`src/rtl/svf_mc.sv`:
```
// svf_mc: time-multiplexed multi-channel Chamberlin state-variable filter.
// Define SVF_MC_MIX_EN to add mix_mask/mix_out (masked sum of channel outputs).
module svf_mc #(
   parameter int DATA_W = 8,
   parameter int FRAC_W = 2,
   parameter int NCH    = 3,
   parameter int F_BITS = 5,
   parameter int Q_BITS = 4
) (
   input  logic                   clk,
   input  logic                   rst,
   input  logic                   in_valid,
   output logic                   in_ready,
   input  logic [NCH*DATA_W-1:0]  in_data,
   input  logic [NCH*F_BITS-1:0]  alpha1,
   input  logic [NCH*Q_BITS-1:0]  alpha2,
   input  logic [NCH*2-1:0]       mode,
   input  logic                   state_clr,
   output logic                   out_valid,
   output logic [NCH*DATA_W-1:0]  out_data
`ifdef SVF_MC_MIX_EN
   ,
   input  logic [NCH-1:0]         mix_mask,
   output logic [DATA_W+1:0]      mix_out
`endif
);

   localparam int W  = DATA_W + FRAC_W;
   localparam int A  = W + 2;
   localparam int CW = (NCH > 1) ? $clog2(NCH) : 1;

   localparam logic [2:0] S_IDLE = 3'd0;
   localparam logic [2:0] S_HP   = 3'd1;
   localparam logic [2:0] S_BP   = 3'd2;
   localparam logic [2:0] S_LP   = 3'd3;
   localparam logic [2:0] S_DONE = 3'd4;

   logic [2:0]               state_q;
   logic [CW-1:0]            ch_q;
   logic                     clr_pend_q;
   logic signed [W-1:0]      hp_q;
   logic signed [W-1:0]      bp_q   [NCH];
   logic signed [W-1:0]      lp_q   [NCH];
   logic signed [DATA_W-1:0] in_q   [NCH];
   logic [F_BITS-1:0]        a1_q   [NCH];
   logic [Q_BITS-1:0]        a2_q   [NCH];
   logic [1:0]               mode_q [NCH];
   logic [DATA_W-1:0]        out_q  [NCH];

   function automatic logic signed [A-1:0] ext(input logic signed [W-1:0] v);
      return {{2{v[W-1]}}, v};
   endfunction

   function automatic logic signed [W-1:0] sat(input logic signed [A-1:0] v);
      if (v > $signed({3'b000, {(W-1){1'b1}}}))      return {1'b0, {(W-1){1'b1}}};
      else if (v < $signed({3'b111, {(W-1){1'b0}}})) return {1'b1, {(W-1){1'b0}}};
      else                                           return v[W-1:0];
   endfunction

   function automatic logic signed [A-1:0] f_mul(input logic signed [W-1:0] v,
                                                 input logic [F_BITS-1:0]   a);
      logic signed [A-1:0] e, acc;
      e   = ext(v);
      acc = '0;
      for (int i = 0; i < F_BITS; i++) if (a[F_BITS-1-i]) acc = acc + (e >>> (i + 1));
      return acc;
   endfunction

   function automatic logic signed [A-1:0] q_mul(input logic signed [W-1:0] v,
                                                 input logic [Q_BITS-1:0]   a);
      logic signed [A-1:0] e, acc;
      e   = ext(v);
      acc = '0;
      for (int i = 0; i < Q_BITS; i++) if (a[Q_BITS-1-i]) acc = acc + (e >>> i);
      return acc;
   endfunction

   logic signed [W-1:0] bp_cur, lp_cur, hp_new, bp_new, lp_new, notch, sel;
   logic signed [A-1:0] in_ext;
   logic                last_ch, clr_now;

   // In the LP state bp_q already holds bp_new for the current channel.
   always_comb begin
      bp_cur  = bp_q[ch_q];
      lp_cur  = lp_q[ch_q];
      in_ext  = {{2{in_q[ch_q][DATA_W-1]}}, in_q[ch_q], {FRAC_W{1'b0}}};
      hp_new  = sat(in_ext - ext(lp_cur) - q_mul(bp_cur, a2_q[ch_q]));
      bp_new  = sat(ext(bp_cur) + f_mul(hp_q, a1_q[ch_q]));
      lp_new  = sat(ext(lp_cur) + f_mul(bp_cur, a1_q[ch_q]));
      notch   = sat(ext(hp_q) + ext(lp_new));
      case (mode_q[ch_q])
         2'b00:   sel = lp_new;
         2'b01:   sel = bp_cur;
         2'b10:   sel = hp_q;
         default: sel = notch;
      endcase
      last_ch = (ch_q == CW'(NCH - 1));
   end

   assign in_ready  = (state_q == S_IDLE) || (state_q == S_DONE);
   assign out_valid = (state_q == S_DONE);
   assign clr_now   = in_ready && (state_clr || clr_pend_q);

   always_comb begin
      out_data = '0;
      for (int c = 0; c < NCH; c++) out_data[c*DATA_W +: DATA_W] = out_q[c];
   end

   always_ff @(posedge clk or posedge rst) begin
      if (rst) begin
         state_q    <= S_IDLE;
         ch_q       <= '0;
         clr_pend_q <= 1'b0;
         hp_q       <= '0;
         for (int c = 0; c < NCH; c++) begin
            bp_q[c]   <= '0;
            lp_q[c]   <= '0;
            in_q[c]   <= '0;
            a1_q[c]   <= '0;
            a2_q[c]   <= '0;
            mode_q[c] <= '0;
            out_q[c]  <= '0;
         end
      end else begin
         case (state_q)
            S_IDLE, S_DONE: begin
               clr_pend_q <= 1'b0;
               if (clr_now) begin
                  for (int c = 0; c < NCH; c++) begin
                     bp_q[c] <= '0;
                     lp_q[c] <= '0;
                  end
               end
               if (in_valid) begin
                  for (int c = 0; c < NCH; c++) begin
                     in_q[c]   <= in_data[c*DATA_W +: DATA_W];
                     a1_q[c]   <= alpha1[c*F_BITS +: F_BITS];
                     a2_q[c]   <= alpha2[c*Q_BITS +: Q_BITS];
                     mode_q[c] <= mode[c*2 +: 2];
                  end
                  ch_q    <= '0;
                  state_q <= S_HP;
               end else begin
                  state_q <= S_IDLE;
               end
            end
            S_HP: begin
               hp_q    <= hp_new;
               state_q <= S_BP;
            end
            S_BP: begin
               bp_q[ch_q] <= bp_new;
               state_q    <= S_LP;
            end
            S_LP: begin
               lp_q[ch_q]  <= lp_new;
               out_q[ch_q] <= sel[W-1:FRAC_W];
               if (last_ch) begin
                  state_q <= S_DONE;
               end else begin
                  ch_q    <= ch_q + CW'(1);
                  state_q <= S_HP;
               end
            end
            default: state_q <= S_IDLE;
         endcase
         // A clear seen mid-frame is held until the frame completes.
         if (!in_ready && state_clr) clr_pend_q <= 1'b1;
      end
   end

`ifdef SVF_MC_MIX_EN
   logic [DATA_W+1:0] mix_sum;

   always_comb begin
      mix_sum = '0;
      for (int c = 0; c < NCH; c++) begin
         if (mix_mask[c]) begin
            if (CW'(c) == ch_q)
               mix_sum = mix_sum + {{2{sel[W-1]}}, sel[W-1:FRAC_W]};
            else
               mix_sum = mix_sum + {{2{out_q[c][DATA_W-1]}}, out_q[c]};
         end
      end
   end

   always_ff @(posedge clk or posedge rst) begin
      if (rst)                          mix_out <= '0;
      else if (state_q == S_LP && last_ch) mix_out <= mix_sum;
   end
`endif

endmodule

```
`config.mk`:
```
export PLATFORM = sky130hd
export DESIGN_NAME = svf_mc
export DESIGN_NICKNAME = d
export VERILOG_FILES = /design/src/rtl/svf_mc.sv
export SDC_FILE = /design/constraint.sdc
export NUM_CORES = 1
export LEC_CHECK = 0
export ABC_CLOCK_PERIOD_IN_PS = 32100
export CORE_MARGIN = 2
export CORE_UTILIZATION = 30
export DETAILED_ROUTE_END_ITERATION = 16
export REMOVE_ABC_BUFFERS = 1
export SETUP_SLACK_MARGIN = 0.2
export SLEW_MARGIN = 10
export SYNTH_ARGS = -nofsm -noshare
export SYNTH_HDL_FRONTEND = slang
export SYNTH_SLANG_ARGS = --single-unit
```
`constraint.sdc`:
```
create_clock -name clk -period 32.1 [get_ports clk]
set_clock_uncertainty 0.1 [all_clocks]
set_input_delay 3.21 -clock clk [delete_from_list [all_inputs] [get_ports clk]]
set_output_delay 3.21 -clock clk [all_outputs]
set_load 0.01 [all_outputs]
```
* Word level (Yosys, flattened, before mapping)
Index checks and enable logic that the tools add are counted.
Storage, ports and cells: bits of input ports 61, register bits 157
Cells by class: reduce and logical (&&, ||, !) cells 16, eq/ne operators 10, mux-type cells 59, bitwise operators 1, add/subtract/negate cells 17, order comparisons 10
Operators with widths (count):
- $mux W12 | 14
- $mux W10 | 13
- $pmux W30 S2 | 2
- $bwmux W30 | 2
- $bmux W10 S2 | 2
- $add A12 B7 Y12 | 3
- $add A12 B8 Y12 | 3
- $gt A12 B10 Y1 const B | 3
- $lt A12 B10 Y1 const B | 3
- $mux W30 | 1
- $pmux W10 S3 | 1
- $add A10 B12 Y12 | 2
- $add A12 B5 Y12 | 2
- $add A12 B6 Y12 | 2
- $bwmux W24 | 1
- $mux W8 | 3
- $demux W10 S2 | 1
- $bmux W8 S2 | 1
- $demux W8 S2 | 1
- $add A12 B9 Y12 | 1
- $pmux W3 S4 | 1
- $sub A11 B12 Y12 | 1
- $add A10 B10 Y11 | 1
- $gt A11 B10 Y1 const B | 1
- 30 further kinds | 48

* Logic depth before layout (Yosys ltp)
Gate-level depths: netlist (run 1).
depth after elaboration 23, mapped depth 59, mapped depth without buffers 57

* Worst setup path after synthesis (run 1)
OpenSTA, ideal clock, no wires.
path type reg-to-reg, start reg ch_q[1], end reg out_q (netlist bit out_data[0]), period minus slack after synthesis 10.778 ns, path slack 21.322 ns, cell stages (with the launch flop) 53, data arrival time 10.557 ns, setup time 0.121 ns, buffers on the path 5, cells stage by stage dfrtp_1 -> buf_6 -> buf_8 -> buf_4 -> mux2i_1 -> nor2_1 -> a21oi_1 -> clkbuf_1 -> clkinv_1 -> clkbuf_1 -> ha_1 -> a21o_1 -> a31oi_1 -> a211o_1 -> o311ai_0 -> ha_1 -> o21ai_0 -> nand2b_1 -> [... 17 more ...] -> nor4_4 -> nor2_4 -> a21boi_1 -> inv_1 -> ha_1 -> fa_1 -> nand3_1 -> a21oi_1 -> o21ai_0 -> nand2b_1 -> a21o_1 -> a21o_1 -> a211oi_1 -> mux2i_1 -> maj3_1 -> o21ai_0 -> nand2_1 -> o22a_1
Between the ends: word-level cells in the longest chain between the ends 23, elaborated cells between the ends (all ways) 42, classes of those cells add/sub: 6; order compare: 6; eq/ne: 2; mux: 25; bitwise: 1; reduce/logical: 2
RTL lines:
- start: declaration | RTL line 39 | logic [CW-1:0] ch_q;
- start signal: assignment | RTL line 161 | ch_q <= ch_q + CW'(1);
- $not A2 Y3 (not written as such) *
- $bmux W10 S2 or $bmux W5 S2 (tied branches) | RTL line 84, 89
- $mux W10 (not written as such) or $mux W5 (tied branches) (2 in a row) | RTL line 84, 89
- $mux W12 | RTL line 65 | for (int i = 0; i < F_BITS; i++) if (a[F_BITS-1-i]) acc = acc + (e >>> (i + 1));
- $add A12 B8 Y12 | RTL line 65
- $mux W12 | RTL line 65
- $add A12 B7 Y12 | RTL line 65
- $mux W12 | RTL line 65
- [... 6 more ...]
- $mux W10 | RTL line 56 | else if (v < $signed({3'b111, {(W-1){1'b0}}})) return {1'b1, {(W-1){1'b0}}};
- $mux W10 | RTL line 55 | if (v > $signed({3'b000, {(W-1){1'b1}}})) return {1'b0, {(W-1){1'b1}}};
- $add A10 B10 Y11 | RTL line 90 | notch = sat(ext(hp_q) + ext(lp_new));
- $lt A11 B10 Y1 | RTL line 56
- $mux W10 | RTL line 56
- $mux W10 | RTL line 55
- $pmux W10 S3 | RTL line 91 | case (mode_q[ch_q])
- $bwmux W24 * | RTL line 157 | out_q[ch_q] <= sel[W-1:FRAC_W];
- end signal: indexed assignment | RTL line 157
- end: declaration | RTL line 48 | logic [DATA_W-1:0] out_q [NCH];
Every way passes the cells marked *; elsewhere a longest branch is shown, timed or not. The select of a mux whose other input is x is not followed. A chain may end at the register's enable or synchronous reset.

* Final worst setup path (run 1)
start reg ch_q[1], end reg out_q (netlist bit out_data[8])
The elaborated chain is that of the path after synthesis.

==> results of run 1 <==
==> layout make-up <==
type	instances	area [µm²]
clock inverters	14	150
fillers	5618	35200
repair buffers	116	1090
inverters	103	392
well taps	696	871
multi-input cells	1693	11500
flip-flops and latches	157	3930
clock buffers	18	439
==> layer usage <==
metal	vias up	track usage	part of all wire
li1	7306	-	-
met1	7084	0.201	0.45
met2	275	0.296	0.48
met3	61	0.0286	0.043
met4	0	0.0577	0.028
met5	-	0	0
==> synthesized netlist by cell type, types with 12 or more instances <==
master,n,area (µm²)
a21o_1,51,383
a21oi_1,148,741
a31oi_1,14,87.6
and2_1,16,100
clkbuf_1,62,233
dfrtp_1,157,3930
fa_1,21,420
ha_1,155,1940
inv_1,97,364
mux2_2,16,180
mux2i_1,47,470
nand2_1,347,1300
nand2b_1,24,150
nand3_1,78,390
nor2_1,174,653
nor2b_1,23,144
nor3_1,20,100
o21a_1,23,173
o21ai_0,148,741
o22ai_1,16,100
o2bb2ai_1,14,123
o31ai_1,17,128
o41ai_1,12,105
xnor2_1,78,683
xor2_1,44,385
==> worst register-to-register path: cells and delay by family (launching register included) <==
kind / cells / cell delay (ns)
fa+ha+maj: 8 / 2.86
simple gates: 14 / 1.63
flops: 1 / 0.61
mux: 2 / 0.55
compound gates: 23 / 4.48
buf+inv: 5 / 1.13
xor+xnor: 6 / 1.16
==> state kept, by name, indices dropped and copies added, names as in the netlist <==
name and count:
state_q 3, out_data 24, hp_q 10, ch_q 2, lp_q 30, a2_q 12
mode_q 6, bp_q 30, in_q 24, a1_q 15, clr_pend_q 1
==> path summary, 6_finish.rpt <==
path,from,end,slack (ns)
worst min-delay path,in_q[3],in_q[3],0.37
max in group asynchronous,rst,ch_q[0],27.15
worst max register to register,ch_q[1],out_data[8],19.49
min in group asynchronous,rst,out_data[15],3.20
worst max-delay path,ch_q[1],out_data[8],19.49
worst min register to register,in_q[3],in_q[3],0.37
==> stage by stage <==
step,utilization,std cells
after floorplan,-,1953
after global placement,0.332,2765
after detailed placement,0.332,2765
after CTS,0.343,2797
after global routing,0.343,2797
final,0.343,2797
==> cells by family after synthesis <==
| group | synth area share |
|---|---|
| DFF | 0.243 |
| and+or+nand+nor | 0.198 |
| buffers and inverters | 0.0487 |
| xor gates and xnor gates | 0.0689 |
| AOI/OAI and AO/OA | 0.247 |
| muxes | 0.0463 |
| adders and majority gates | 0.148 |
==> flow_metrics.env, run 1 <==
export IMPL_status="completed"
export IMPL_critPathArrivalTime_ns=12.86
export IMPL_synthArstFlopShare=1.00
export IMPL_io_pins=87
export IMPL_cp_common_cell="o21ai_0"
export IMPL_grt_pass1_vias=14751
export IMPL_clkSinkCount=157
export IMPL_design_area_um2=18400
export IMPL_port_buffers=86
export IMPL_diodes=0
export IMPL_end_kind="register"
export IMPL_grt_usage=0.166
export IMPL_grt_overflow=0
export IMPL_via_count=14726
export IMPL_clockRootBuffer="clkbuf_16"
export IMPL_hpwl_um=34700
export IMPL_grt_max_degree=92
export IMPL_fin_crit_ns=12.61
export IMPL_dr_pass1_iters=7
export IMPL_cp_top_family="compound AO/OA/AOI/OAI gates"
export IMPL_crit_fanout=44
export IMPL_critPathLaunchType="register"
export IMPL_cts_resized=0
export IMPL_synth_area_um2=16200
export IMPL_syn_inst=2042
export IMPL_hold_path_depth=2
export IMPL_required_ns=32.34
export IMPL_clock_latency_ns=0.45
export IMPL_synth_edf_count=0
export IMPL_ys_flop_type="dfrtp_1"
export IMPL_setup_viol=0
export IMPL_dieArea_um2=55800
export IMPL_maxClockFrequency_ghz=0.0793
export IMPL_ys_ff_latch=157
export IMPL_setup_ws_ns=19.49
export IMPL_place_area_um2=17800
export IMPL_core_area_um2=53600
export IMPL_viasPerCell=5.26
export IMPL_syn2layout_area_growth_pct=13.5
export IMPL_layout_commonest_cell="nand2_1"
export IMPL_antenna_found_initial=0
export IMPL_post_cts_buffers=0
export IMPL_max_stage_delay_ns=0.68
export IMPL_path_buf_inv=5
export IMPL_slowest_stage="buf_4"
export IMPL_period_share=0.393
export IMPL_h_tree_depth=4
export IMPL_post_drt_wl_per_cell_um=16.5
export IMPL_relSlewSlack=0.365
export IMPL_start_util=0.302
export IMPL_pre_cts_ws_ns=19.61
export IMPL_dieWidth_um=236
export IMPL_yosysSeqAreaShare=0.243
export IMPL_most_common_layout_cells="nand2_1, nor2_1, ha_1, dfrtp_1, a21oi_1"
export IMPL_clockBufferDepth=2
export IMPL_maxSlewViolCount=0
export IMPL_clk_pin_slew_ns=0.07
export IMPL_num_nets_final=2325
export IMPL_tightest_slew_ns=0.949
export IMPL_synth_area_per_cell_um2=7.93
export IMPL_cp_depth=58
export IMPL_drc=0
export IMPL_rows=85
export IMPL_cts_buffers=17
export IMPL_critPathKind="reg -> reg"
export IMPL_wl_um=46100
export IMPL_rsz0062_at_grt="false"
export IMPL_first_iter_violations=895
export IMPL_drive_above_1_share=0.0690
export IMPL_gp_congestion=0.892
export IMPL_hold_class="reg -> reg"
export IMPL_synth_warnings=0
export IMPL_finalSetupTns_ns=0
export IMPL_grt_pass1_wl_um=75300
export IMPL_fp_dieH_um=236
export IMPL_synth_cell_type_count=103
export IMPL_hold_ws_ns=0.373
export IMPL_maxCapViolCount=0
export IMPL_rr_worst_depth=58
export IMPL_ant_nets=0
export IMPL_cts_tree="built"
export IMPL_hold_viol=0
export IMPL_postCtsHoldBufs=0
Power of run 1 is not shown: default switching activity piles up to over one toggle a cycle in this logic, so the estimate is an artifact.
==> run 2: changes to the inputs <==
- ABC_CLOCK_PERIOD_IN_PS: 32100 -> 12750
- clock period: 32.1 -> 12.75 ns (I/O delays scaled with it)
==> flow_metrics.env, run 2 (same netlist as run 1, synthesis figures left out) <==
export IMPL_met2_length_um=23100
export IMPL_core_area_um2=53600
export IMPL_wl_um=47500
export IMPL_maxClockFrequency_ghz=0.0864
export IMPL_syn2layout_area_growth_pct=14.7
export IMPL_clockBufferDepth=2
export IMPL_end_kind="register"
export IMPL_rr_endpoint="out_data[2]"
export IMPL_most_common_layout_cells="nand2_1, nor2_1, ha_1, dfrtp_1, a21oi_1"
export IMPL_wl_met1_um=22000
export IMPL_ant_nets=0
export IMPL_setup_viol=0
export IMPL_dr_pass1_iters=5
export IMPL_antenna_found_initial=0
export IMPL_drive_above_1_share=0.0775
export IMPL_rsz0062_at_grt="false"
export IMPL_finalSetupTns_ns=0
export IMPL_nFillCells=5609
export IMPL_relSlewSlack=0.230
export IMPL_layout_commonest_cell="nand2_1"
export IMPL_fp_dieH_um=236
export IMPL_drc=0
export IMPL_grt_max_degree=95
export IMPL_clk_pin_slew_ns=0.07
export IMPL_critPathLaunchType="register"
export IMPL_port_buffers=86
export IMPL_max_stage_delay_ns=0.59
export IMPL_cts_buffers=17
export IMPL_reg2reg_from="ch_q[1]"
export IMPL_grt_usage=0.169
export IMPL_hold_end="a2_q[9]"
export IMPL_gp_congestion=0.879
export IMPL_clock_latency_ns=0.45
export IMPL_regArea_um2=3930
export IMPL_rows=85
export IMPL_crit_fanout=12
export IMPL_via_count=14796
export IMPL_grt_pass1_wl_um=76900
export IMPL_rr_worst_depth=51
export IMPL_clkSinkCount=157
export IMPL_start_util=0.302
export IMPL_clockRootBuffer="clkbuf_16"
export IMPL_rrSetupSlack_ns=1.18
export IMPL_hold_viol=0
export IMPL_post_drt_wl_per_cell_um=16.9
export IMPL_first_iter_violations=817
export IMPL_viasPerCell=5.26
export IMPL_status="completed"
export IMPL_maxCapViolCount=0
export IMPL_dieArea_um2=55800
export IMPL_hold_path_depth=2
export IMPL_grt_overflow=0
export IMPL_cts_tree="built"
export IMPL_hold_ws_ns=0.372
export IMPL_slowest_stage="dfrtp_4"
export IMPL_top_layer="met4"
export IMPL_period_share=0.907
export IMPL_fin_crit_ns=11.57
export IMPL_critPathArrivalTime_ns=11.77
export IMPL_hpwl_um=35900
export IMPL_dr_wl_met3_um=1540
export IMPL_dieWidth_um=236
export IMPL_tightest_slew_ns=1.15
export IMPL_multi_input_area_um2=11500
export IMPL_cp_common_cell="ha_1"
export IMPL_num_nets_final=2340
export IMPL_required_ns=12.95
export IMPL_hold_path_startpoint="a2_q[9]"
export IMPL_diodes=0
export IMPL_hold_class="reg -> reg"
export IMPL_grt_pass1_vias=14542
export IMPL_critPathKind="reg -> reg"
export IMPL_postCtsHoldBufs=0
export IMPL_top_regs="bp_q x30, lp_q x30"
export IMPL_maxSlewViolCount=0
export IMPL_h_tree_depth=4
export IMPL_io_pins=87
==> run 2: cell types whose count changed in the layout (fill, tap and decap cells not counted), moves of 2 or more <==
cell,delta
buf_4,+14
bufinv_16,+3
inv_8,-3
o21ai_0,-3
o21ai_1,+2
==> run 2: final cells by class <==
cell class                 instances  share of cell area
timing repair buffer             131              0.0648
clock buffer                      18              0.0231
multi-input combinational       1693               0.621
inverter                         103              0.0211
clock inverter                    14              0.0110
sequential                       157               0.212
tap                              696              0.0469
==> run 2: how the worst max path moves through the flow <==
stage	from	end	slack, ns
CTS	ch_q[1]	out_data[14]	0.80
floorplan	ch_q[1]	out_data[16]	0.23
detailed placement	ch_q[1]	out_data[6]	0.90
global route	ch_q[1]	out_data[8]	0.24
global placement	ch_q[1]	out_data[14]	1.12
finish	ch_q[1]	out_data[2]	1.18
==> run 2: layer usage <==
metal	up-vias	global-route usage
li1	7357	-
met1	7093	0.221
met2	297	0.297
met3	49	0.0188
met4	0	0.0451
met5	-	0
==> run 2: stage by stage <==
step | utilization | instance area (µm²) | instances | setup WS (ns)
2_1_floorplan | - | 15800 | 1953 | 0.231
3_3_place_gp | 0.332 | 17800 | 2768 | 1.12
3_5_place_dp | 0.332 | 17800 | 2768 | 0.900
4_1_cts | 0.344 | 18400 | 2800 | 0.796
5_1_grt | 0.346 | 18600 | 2812 | 0.240
6_report | 0.346 | 18600 | 2812 | 1.18
==> run 2: timing repair <==
action	in CTS	in global routing
resized for setup	0	11
buffers inserted	0	12
setup endpoints to repair	0	23
==> run 2: worst max-delay path: cells and delay by family, from the launching register on <==
family	cells	cell delay, ns
DFF	1	0.59
xor gates and xnor gates	6	1.14
AOI/OAI and AO/OA	21	4.21
adders and majority gates	7	2.34
buffers and inverters	5	0.70
and+or+nand+nor	10	1.79
muxes	2	0.52
Power of run 2 is left out for the same reason.
